==> src/rtl/wave_reader_if.sv <==
// wave_reader_if -- RAM read port and output sample stream of the wave reader.
//   o_addr   reader -> RAM   read address (registered in the reader)
//   o_re     reader -> RAM   read enable, one cycle per fetch
//   i_r_data RAM -> reader   read data, sampled by the reader two edges later
//   o_sample reader -> sink  output sample
//   o_valid  reader -> sink  o_sample is valid
//   i_ready  sink -> reader  sink accepts the sample on this edge
// The reader uses the master modport; RAM/sink side uses slave.
interface wave_reader_if #(
    parameter int unsigned ADDRESS_SIZE = 8,
    parameter int unsigned DATA_SIZE    = 8
);
    logic [ADDRESS_SIZE-1:0] o_addr;
    logic                    o_re;
    logic [DATA_SIZE-1:0]    i_r_data;
    logic [DATA_SIZE-1:0]    o_sample;
    logic                    o_valid;
    logic                    i_ready;

    modport master (
        output o_addr, o_re, o_sample, o_valid,
        input  i_r_data, i_ready
    );

    modport slave (
        input  o_addr, o_re, o_sample, o_valid,
        output i_r_data, i_ready
    );
endinterface

==> src/rtl/wave_reader.sv <==
// wave_reader -- plays a wavetable out of a synchronous RAM with a fixed-point
// phase accumulator, one sample per valid/ready transfer.
//   i_clk    clock, rising edge
//   i_res    asynchronous active-low reset
//   i_start  begin playback (only looked at while idle)
//   i_stop   abort playback
//   i_step   phase increment, ADDRESS_SIZE.FRAC_SIZE unsigned fixed point
//   i_len    table length in samples, 1..2**ADDRESS_SIZE
//   i_count  number of samples to emit, 0 = run until stopped
//   bus      RAM read port and sample stream (wave_reader_if master)
//   o_busy   high whenever not idle
//   o_done   one-cycle pulse after the last sample of a counted run
//   o_err    sticky flag: last start request had an illegal configuration
module wave_reader #(
    parameter int unsigned ADDRESS_SIZE = 8,
    parameter int unsigned DATA_SIZE    = 8,
    parameter int unsigned FRAC_SIZE    = 8,
    parameter int unsigned COUNT_SIZE   = 16
) (
    input  logic                              i_clk,
    input  logic                              i_res,
    input  logic                              i_start,
    input  logic                              i_stop,
    input  logic [ADDRESS_SIZE+FRAC_SIZE-1:0] i_step,
    input  logic [ADDRESS_SIZE:0]             i_len,
    input  logic [COUNT_SIZE-1:0]             i_count,
    wave_reader_if.master                     bus,
    output logic                              o_busy,
    output logic                              o_done,
    output logic                              o_err
);
    localparam int unsigned STEP_SIZE  = ADDRESS_SIZE + FRAC_SIZE;
    // One extra integer bit so phase + step never loses its carry before the wrap compare.
    localparam int unsigned PHASE_SIZE = ADDRESS_SIZE + 1 + FRAC_SIZE;
    localparam logic [ADDRESS_SIZE:0] LEN_MAX = {1'b1, {ADDRESS_SIZE{1'b0}}};

    typedef enum logic [2:0] {IDLE, ISSUE, WAIT, LOAD, OUT} state_t;

    state_t                  state;
    state_t                  state_next;

    logic [STEP_SIZE-1:0]    step_q;
    logic [ADDRESS_SIZE:0]   len_q;
    logic [COUNT_SIZE-1:0]   count_q;
    logic [COUNT_SIZE-1:0]   cnt_q;
    logic [COUNT_SIZE-1:0]   cnt_inc;
    logic [PHASE_SIZE-1:0]   phase_q;
    logic [PHASE_SIZE-1:0]   phase_d;
    logic [PHASE_SIZE-1:0]   phase_sum;

    logic                    cfg_ok;
    logic                    start_req;
    logic                    accept;
    logic                    xfer;
    logic                    last;

    logic [ADDRESS_SIZE-1:0] addr_q;
    logic                    re_q;
    logic [DATA_SIZE-1:0]    sample_q;
    logic                    done_q;
    logic                    err_q;

    // Legal: 1 <= len <= 2**ADDRESS_SIZE and integer part of step < len,
    // which guarantees one subtraction always brings the phase back in range.
    assign cfg_ok    = (i_len != '0) && (i_len <= LEN_MAX) &&
                       ({1'b0, i_step[STEP_SIZE-1:FRAC_SIZE]} < i_len);
    assign start_req = (state == IDLE) && i_start && !i_stop;
    assign accept    = start_req && cfg_ok;
    assign xfer      = (state == OUT) && bus.i_ready;
    assign cnt_inc   = cnt_q + COUNT_SIZE'(1);
    assign last      = (count_q != '0) && (cnt_inc == count_q);
    assign phase_sum = phase_q + PHASE_SIZE'(step_q);

    always_comb begin
        phase_d = phase_q;
        if (accept) begin
            phase_d = '0;
        end else if (xfer) begin
            if (phase_sum[PHASE_SIZE-1:FRAC_SIZE] >= len_q) begin
                phase_d = phase_sum - {len_q, {FRAC_SIZE{1'b0}}};
            end else begin
                phase_d = phase_sum;
            end
        end
    end

    // State register
    always_ff @(posedge i_clk or negedge i_res) begin
        if (!i_res) begin
            state <= IDLE;
        end else begin
            state <= state_next;
        end
    end

    // Next-state logic
    always_comb begin
        state_next = state;
        unique case (state)
            IDLE:    if (accept) state_next = ISSUE;
            ISSUE:   state_next = WAIT;
            WAIT:    state_next = LOAD;
            LOAD:    state_next = OUT;
            OUT:     if (bus.i_ready) state_next = last ? IDLE : ISSUE;
            default: state_next = IDLE;
        endcase
        // Stop overrides everything, including a transfer on the same edge.
        if (state != IDLE && i_stop) begin
            state_next = IDLE;
        end
    end

    // Outputs
    always_comb begin
        o_busy       = (state != IDLE);
        bus.o_valid  = (state == OUT);
        bus.o_re     = re_q;
        bus.o_addr   = addr_q;
        bus.o_sample = sample_q;
        o_done       = done_q;
        o_err        = err_q;
    end

    // Datapath. Read enable and address are registered from the next state so
    // they are high exactly for the ISSUE cycle without a decode after the flop.
    always_ff @(posedge i_clk or negedge i_res) begin
        if (!i_res) begin
            step_q   <= '0;
            len_q    <= '0;
            count_q  <= '0;
            cnt_q    <= '0;
            phase_q  <= '0;
            addr_q   <= '0;
            re_q     <= 1'b0;
            sample_q <= '0;
            done_q   <= 1'b0;
            err_q    <= 1'b0;
        end else begin
            if (accept) begin
                step_q  <= i_step;
                len_q   <= i_len;
                count_q <= i_count;
                cnt_q   <= '0;
            end else if (xfer) begin
                cnt_q <= cnt_inc;
            end
            phase_q <= phase_d;
            re_q    <= (state_next == ISSUE);
            if (state_next == ISSUE) begin
                addr_q <= phase_d[FRAC_SIZE +: ADDRESS_SIZE];
            end
            if (state == LOAD) begin
                sample_q <= bus.i_r_data;
            end
            done_q <= xfer && last && !i_stop;
            if (start_req) begin
                err_q <= !cfg_ok;
            end
        end
    end
endmodule

==> src/flat_wrapper.sv <==
// flat-port wrapper written by rule: the top's interface ports become plain ports
module wave_reader_flat 
#(
    parameter int unsigned ADDRESS_SIZE = 8,
    parameter int unsigned DATA_SIZE    = 8,
    parameter int unsigned FRAC_SIZE    = 8,
    parameter int unsigned COUNT_SIZE   = 16
)
  (i_clk, i_res, i_start, i_stop, i_step, i_len, i_count, o_busy, o_done, o_err, bus_o_addr, bus_o_re, bus_o_sample, bus_o_valid, bus_i_r_data, bus_i_ready);
  wave_reader_if #(.ADDRESS_SIZE(ADDRESS_SIZE), .DATA_SIZE(DATA_SIZE)) bus_i ();
  input  logic i_clk;
  input  logic i_res;
  input  logic i_start;
  input  logic i_stop;
  input  logic [ADDRESS_SIZE+FRAC_SIZE-1:0] i_step;
  input  logic [ADDRESS_SIZE:0] i_len;
  input  logic [COUNT_SIZE-1:0] i_count;
  output logic o_busy;
  output logic o_done;
  output logic o_err;
  output wire logic [$bits(bus_i.o_addr)-1:0] bus_o_addr;
  output wire logic [$bits(bus_i.o_re)-1:0] bus_o_re;
  output wire logic [$bits(bus_i.o_sample)-1:0] bus_o_sample;
  output wire logic [$bits(bus_i.o_valid)-1:0] bus_o_valid;
  input wire logic [$bits(bus_i.i_r_data)-1:0] bus_i_r_data;
  input wire logic [$bits(bus_i.i_ready)-1:0] bus_i_ready;
  assign bus_o_addr = bus_i.o_addr;
  assign bus_o_re = bus_i.o_re;
  assign bus_o_sample = bus_i.o_sample;
  assign bus_o_valid = bus_i.o_valid;
  assign bus_i.i_r_data = bus_i_r_data;
  assign bus_i.i_ready = bus_i_ready;
  wave_reader #(.ADDRESS_SIZE(ADDRESS_SIZE), .DATA_SIZE(DATA_SIZE), .FRAC_SIZE(FRAC_SIZE), .COUNT_SIZE(COUNT_SIZE)) u_core (.i_clk(i_clk), .i_res(i_res), .i_start(i_start), .i_stop(i_stop), .i_step(i_step), .i_len(i_len), .i_count(i_count), .bus(bus_i), .o_busy(o_busy), .o_done(o_done), .o_err(o_err));
endmodule
==> config.mk <==
export PLATFORM = sky130hd
export DESIGN_NAME = wave_reader_flat
export DESIGN_NICKNAME = d
export VERILOG_FILES = /design/src/rtl/wave_reader_if.sv /design/src/rtl/wave_reader.sv /design/src/flat_wrapper.sv
export SDC_FILE = /design/constraint.sdc
export NUM_CORES = 1
export LEC_CHECK = 0
export ABC_AREA = 1
export CAP_MARGIN = 20
export CORE_ASPECT_RATIO = 1.2
export CORE_MARGIN = 1
export CORE_UTILIZATION = 55
export CTS_CLUSTER_SIZE = 10
export DETAILED_ROUTE_END_ITERATION = 7
export PLACE_DENSITY_LB_ADDON = 0.1
export SYNTH_ARGS = -nofsm -noshare
export SYNTH_HDL_FRONTEND = slang
export SYNTH_SLANG_ARGS = --single-unit
==> constraint.sdc <==
create_clock -name i_clk -period 3.9 [get_ports i_clk]
set_clock_uncertainty 0.1 [all_clocks]
set_input_delay 0.975 -clock i_clk [delete_from_list [all_inputs] [get_ports i_clk]]
set_output_delay 0.975 -clock i_clk [all_outputs]
set_load 0.05 [all_outputs]
# ---- Word level (Yosys, flattened, before mapping)
# Index checks and enable logic that the tools add are counted.
dict set report classes {
  add_sub_neg 3
  n_mul 0
  div 0
  n_lt_le_gt_ge 3
  n_eq_ne 6
  n_shift 0
  mux 10
  n_bitwise 0
  reduce_logical 17
}
# operator n
set op_table {}
lappend op_table {{17-bit 2-to-1 mux} 3}
lappend op_table {{16-bit 2-to-1 mux} 2}
lappend op_table {{17-bit by 16-bit adder with 17-bit output} 1}
lappend op_table {{17-bit subtractor} 1}
lappend op_table {{16-bit by 1-bit adder with 16-bit output, second input constant} 1}
lappend op_table {{16-bit == test} 1}
lappend op_table {{16-bit nonzero test} 1}
lappend op_table {{3-bit one-hot mux with 5 select lines} 1}
lappend op_table {{1-bit logical AND} 10}
lappend op_table {{9-bit greater-or-equal comparator} 1}
lappend op_table {{9-bit less-or-equal comparator, second input constant} 1}
lappend op_table {{8-bit by 9-bit less-than comparator with 1-bit output} 1}
lappend op_table {{3-bit 2-to-1 mux} 3}
lappend op_table {{9-bit nonzero test} 1}
lappend op_table {{3-bit by 1-bit == test with 1-bit output, second input constant} 2}
lappend op_table {{3-bit by 2-bit == test with 1-bit output, second input constant} 2}
lappend op_table {{3-bit == test, second input constant} 1}
lappend op_table {{3-bit zero test} 1}
lappend op_table {{3-bit nonzero test} 1}
lappend op_table {{1-bit zero test} 2}
lappend op_table {{2-bit nonzero test} 1}
lappend op_table {{1-bit 2-to-1 mux} 1}
dict set report totals {
  register_bits 96
  latchBits 0
  ramBits 0
  rom_bits 0
  inputBits 54
  out_inout_bits 21
  elab_cells 51
  mem_count 0
}

# ---- Longest topological paths before layout
dict set report depth {
  depth_word 8
  ltp_mapped 26
  ltp_nobuf 26
}

# ---- Worst setup path before layout
# OpenSTA, ideal clock, no wires.
dict set report synth_timing {
  kind {reg-to-reg}
  from {register u_core.phase_q[0]}
  to {register u_core.addr_q[5] (netlist: u_core.bus.o_addr[5])}
  setup_ns 0.066
  arrival_ns 3.315
  t_required_ns 3.734
  path_slack_ns 0.419
  path_stages_with_launch 27
  path_buffers 0
  cell_sequence {dfrtp_1 -> ha_1 -> inv_1 -> fa_1 -> inv_1 -> nand3_1 -> nand2_1 -> nand2_1 -> nand2_1 -> nand4_1 -> nand2_1 -> nand3_1 -> nand2_1 -> or2_2 -> nand2_1 -> inv_1 -> ha_1 -> inv_1 -> nor3_1 -> nand3_1 -> nand4_2 -> clkinv_1 -> nor2_1 -> nor2_1 -> a21oi_1 -> nand4_1 -> nand2_1}
}
dict set report synth_via {
  elab_chain_cells 5
  word_cells_on_any_way 6
  cone_classes {add/sub: 2; order compare: 1; mux: 3}
}
# element line_no
set synth_rtl {}
lappend synth_rtl {{start: declaration} wave_reader.sv:47} ;# logic [PHASE_SIZE-1:0] phase_q;
lappend synth_rtl {{start signal: assignment} wave_reader.sv:147} ;# phase_q <= phase_d;
lappend synth_rtl {{17-bit by 16-bit adder with 17-bit output (*)} wave_reader.sv:72} ;# assign phase_sum = phase_q + PHASE_SIZE'(step_q);
lappend synth_rtl {{17-bit subtractor or 9-bit greater-or-equal comparator (tied branches)} {wave_reader.sv:80, wave_reader.sv:79}}
lappend synth_rtl {{17-bit 2-to-1 mux (*)} wave_reader.sv:79} ;# if (phase_sum[PHASE_SIZE-1:FRAC_SIZE] >= len_q) begin
lappend synth_rtl {{17-bit 2-to-1 mux (*)} wave_reader.sv:78} ;# end else if (xfer) begin
lappend synth_rtl {{17-bit 2-to-1 mux (*)} wave_reader.sv:76} ;# if (accept) begin
lappend synth_rtl {{via u_core.phase_d[13]} wave_reader.sv:48} ;# logic [PHASE_SIZE-1:0] phase_d;
lappend synth_rtl {{end signal: assignment} wave_reader.sv:150} ;# addr_q <= phase_d[FRAC_SIZE +: ADDRESS_SIZE];
lappend synth_rtl {{end: declaration} wave_reader.sv:57} ;# logic [ADDRESS_SIZE-1:0] addr_q;
# The timed path passes the listed nets; every way through them passes the cells marked *. The select of a mux whose other input is x is not followed.
# A chain may end at the register's enable or synchronous reset.

# ---- Final worst setup path
dict set report layout_timing {
  from {register u_core.phase_q[7]}
  to {register u_core.addr_q[6] (netlist: u_core.bus.o_addr[6])}
}
# The elaborated chain is that of the path after synthesis.

==> parameters.txt <==
Parameter                              Value

Critical path
  Crit-path slowest cell ... dfrtp_1
  Worst EP required ... 4.04 ns
  CP max stage delay ... about 0.4 ns
  Endpoint of the worst register-to-register path ... u_core.bus.o_addr[6]
  End of the critical path ... u_core.bus.o_addr[6]
  CP Cell Sequence ... ha_1 -> a21oi_1 -> o21ai_0 -> a31oi_1 -> nand2_2 -> nand3_1 -> nand2_1 -> or2_2 -> nand2_1 -> inv_1 -> ha_4 -> inv_1 -> nor3_2 -> nand3_1 -> nand4_4 -> clkinvlp_4 -> buf_6 -> nand3_1 -> a21oi_2 -> nand4_1 -> nand2_1
  Critical path endpoint category ... flip-flop
  Kind of start point of the critical path ... flip-flop
  R2R Path Start ... u_core.phase_q[7]
  Logic depth of the worst register-to-register path ... 21
  Register-to-register setup slack ... approximately 0.19 ns
  Arrival time worst endpoint ... 3.85 ns
  Worst-path fanout max ... 8
  Class of the most critical setup path ... reg -> reg
  Launch point of the worst path ... u_core.phase_q[7]

Floorplanning
  Die height ... 115 microns
  Core Region ... 0.0102 sq mm
  Chip Width ... 96.3 microns
  Std cell rows ... 40
  Top-level I/O count ... 75
  Initial core utilization ... 57.5%
  Die area ... 0.0111 sq mm

Routing
  Final wirelength ... about 15000 microns
  Post-route ant nets ... 0
  Number of violations reported at the end of detailed-routing iteration 0 ... 303
  Routed wire per std cell ... ~16 microns
  Number of vias per cell after detailed routing ... 5.53
  Number of iterations in the first detailed-routing pass ... 5
  Via count ... around 5400
  Total DRC errors in the routed layout ... 0

Timing
  Minimum clock period ... 3.71 ns
  Sum of negative setup slack ... 0 ns
  Setup violators final ... 0
  Share of the clock period used by the worst path after layout ... 95.2%
  Endpoints failing hold ... 0
  Final Slew Violations ... 0
  Worst Hold Margin ... 0.375 ns
  Highest attainable clock frequency ... approximately 0.27 GHz
  Slew at the pin closest to its max-slew limit ... 0.821 ns
  Slew HR ... 45.3%

CTS
  Root Driver ... clkbuf_16
  Buffers from clock root to sink, at most ... 2
  Clk sinks ... 96
  Max H-tree Level ... 3
  Number of clock buffers inserted by TritonCTS ... 9
  Clock transition at the registers of the reported paths ... 0.07 ns
  TritonCTS clock tree ... done
  Quantity of hold-fixing buffers added after cts ... 0
  Worst-skew pair later-pin latency ... roughly 0.35 ns

GRT
  Largest net degree at the start of global routing ... 66
  Via count of the first global-routing pass ... 5472
  Initial antenna violation count ... 0
  First-pass GRT wire length ... 25300 microns
  Total track usage ... about 30%
  Remaining global-route overflow ... 0

Synth
  Post-synthesis sequential area ratio ... 40.9%
  Number of distinct standard cells referenced by the synthesized netlist ... 43
  Average size of a mapped cell ... between 7 and 8 sq um
  Top-area cell type share of the netlist area ... 40.9%
  Synthesized-area fraction occupied by xor and xnor cells ... about 4.2%
  Top cell types by occurrence after synthesis ... nand2_1 (236), dfrtp_1 (96), inv_1 (82)
  Most instantiated flip-flop cell in the synthesis netlist ... dfrtp_1
  FFs w/ async S/R, synth ... 100%
  Post-synthesis cell area ... around 0.006 sq mm
  Adder-cell share of the synthesized area ... 7.72%
  Flip-flop and latch count after synthesis ... 96
  Proportion of synthesized area in mux cells ... 1.54%
  Number of synthesized flops with an enable pin ... 0
  Combinational family with the most area after synthesis ... simple AND/OR/NAND/NOR gates
  Top cell type by total area after synthesis ... dfrtp_1
  Compound-cell area share of the yosys netlist ... between 10% and 20%
  Count of yosys warnings during synthesis ... 0
  Cells after synthesis ... 760
  Top area cells in the synthesized netlist ... dfrtp_1 (41%), nand2_1 (15%), ha_1 (7.0%), inv_1 (5.2%), o21ai_0 (4.1%)
  Share of synthesized cell area in and, or, nand and nor gates ... between 20% and 30%
  Top-count cell post-synth ... nand2_1
  Total nets after synthesis ... 849

Status
  Status ... finished clean

Cells and area
  Net total in the final layout ... 935
  # fillers ... 860
  Area grow syn2layout ... 23.6%
  # diodes ... 0
  Fraction of layout cells with a size suffix above 1 ... 9.40%

Power and ir drop
  Cell Pwr Density ... 933 mW/mm^2
  Static leakage ... approximately 3.6 nW
  Peak supply drop ... around 0.00096 V
  Total power of the final layout ... 0.00677 W

Placement
  Half-perimeter wire length after placement ... 11700 microns
  Weighted congestion reported at the end of routability-driven placement ... 0.972
  Count of port buffers added during placement ... 74

Job
  Max-cap check violation count ... 0

Min path
  Class of the tightest hold or removal check ... reg -> reg
==> cell usage in the layout (no fill, tap or decap), drive strengths merged, types with 2 or more instances in the layout <==
cell type      count
a22o               2
clkbuf             9
xnor3              2
buf               19
inv               86
clkdlybuf4s50     73
a21o               2
dfrtp             96
ha                33
nor2              50
a21oi             41
xnor2              9
mux2               8
nand4             20
nand3b             2
nand2            240
and2               3
bufinv             2
o22ai             11
nand3             49
fa                 2
o21bai             4
a31oi              4
o21ai             49
nor3               7
xor2              14
or2                3
clkinvlp           3
a32o               2
o211ai             2
==> critical path: cells and delay by family, from the launching register on <==
family	cells	cell delay [ns]
compound gates	4	0.67
flops	1	0.40
buf+inv	4	0.49
fa+ha+maj	2	0.66
simple gates	11	1.28
==> kinds of logic (layout without fill, tap and decap cells) <==
kind of cell,after synthesis,after routing
AOI/OAI and AO/OA,120,120
xor gates and xnor gates,25,25
adders and majority gates,35,35
buffers and inverters,102,193
DFF,96,96
muxes,8,8
and+or+nand+nor,374,374
==> per-layer routing <==
metal  track usage [%]  share of wire, %
met2              55.7                53
met5                 0                 0
met3              4.56               4.2
met1              34.4                40
met4              12.1               2.8
==> stage by stage <==
stage | cell area, sq um | setup slack [ns] | utilization [%] | cells
6_report | 7260 | 0.185 | 71.1 | 977
3_3_place_gp | 6790 | 0.219 | 66.5 | 956
2_1_floorplan | 5870 | 0.419 | - | 760
4_1_cts | 7110 | 0.0317 | 69.7 | 972
5_1_grt | 7260 | -0.0637 | 71.1 | 977
3_5_place_dp | 6790 | 0.0744 | 66.5 | 956
==> repair_timing <==
item / CTS / global route
setup buffers: 0 / 5
endpoints found under the setup margin: 0 / 16
gates resized for setup: 0 / 23
==> how the worst min path moves through the flow <==
| stage | from | end | depth (start not counted) |
|---|---|---|---|
| floorplan | u_core.step_q[0] | u_core.step_q[0] | 2 |
| global route | u_core.bus.o_addr[4] | u_core.bus.o_addr[4] | 2 |
| detailed placement | u_core.bus.o_addr[3] | u_core.bus.o_addr[3] | 2 |
| finish | u_core.bus.o_addr[3] | u_core.bus.o_addr[3] | 2 |
| CTS | u_core.bus.o_addr[3] | u_core.bus.o_addr[3] | 2 |
| global placement | u_core.bus.o_addr[0] | u_core.bus.o_addr[0] | 2 |
==> flip-flops by register name, indices dropped and copies added, names as in the netlist, 3 cells and up <==
name	flops
u_core.cnt_q	16
u_core.step_q	16
u_core.bus.o_addr	8
u_core.len_q	9
u_core.phase_q	17
u_core.count_q	16
u_core.state	3
u_core.bus.o_sample	8
==> area by class of cell <==
cell class | count | area (sq um) | share of cell area (%)
clock inverters | 7 | 101 | 1.40
clock buffers | 9 | 225 | 3.10
inverters | 85 | 323 | 4.45
repair buffers | 92 | 877 | 12.1
multi-input cells | 562 | 3170 | 43.7
well taps | 126 | 158 | 2.17
flip-flops and latches | 96 | 2400 | 33.1
==> power by group <==
| part | total (W) | switching (W) | internal [W] |
|---|---|---|---|
| logic | 0.00409 | 0.00250 | 0.00160 |
| clock network | 0.000966 | 0.000398 | 0.000569 |
| registers | 0.00171 | 0.000310 | 0.00140 |
| total | 0.00677 | 0.00320 | 0.00356 |
Note: power is estimated with default switching activity, not from simulation.
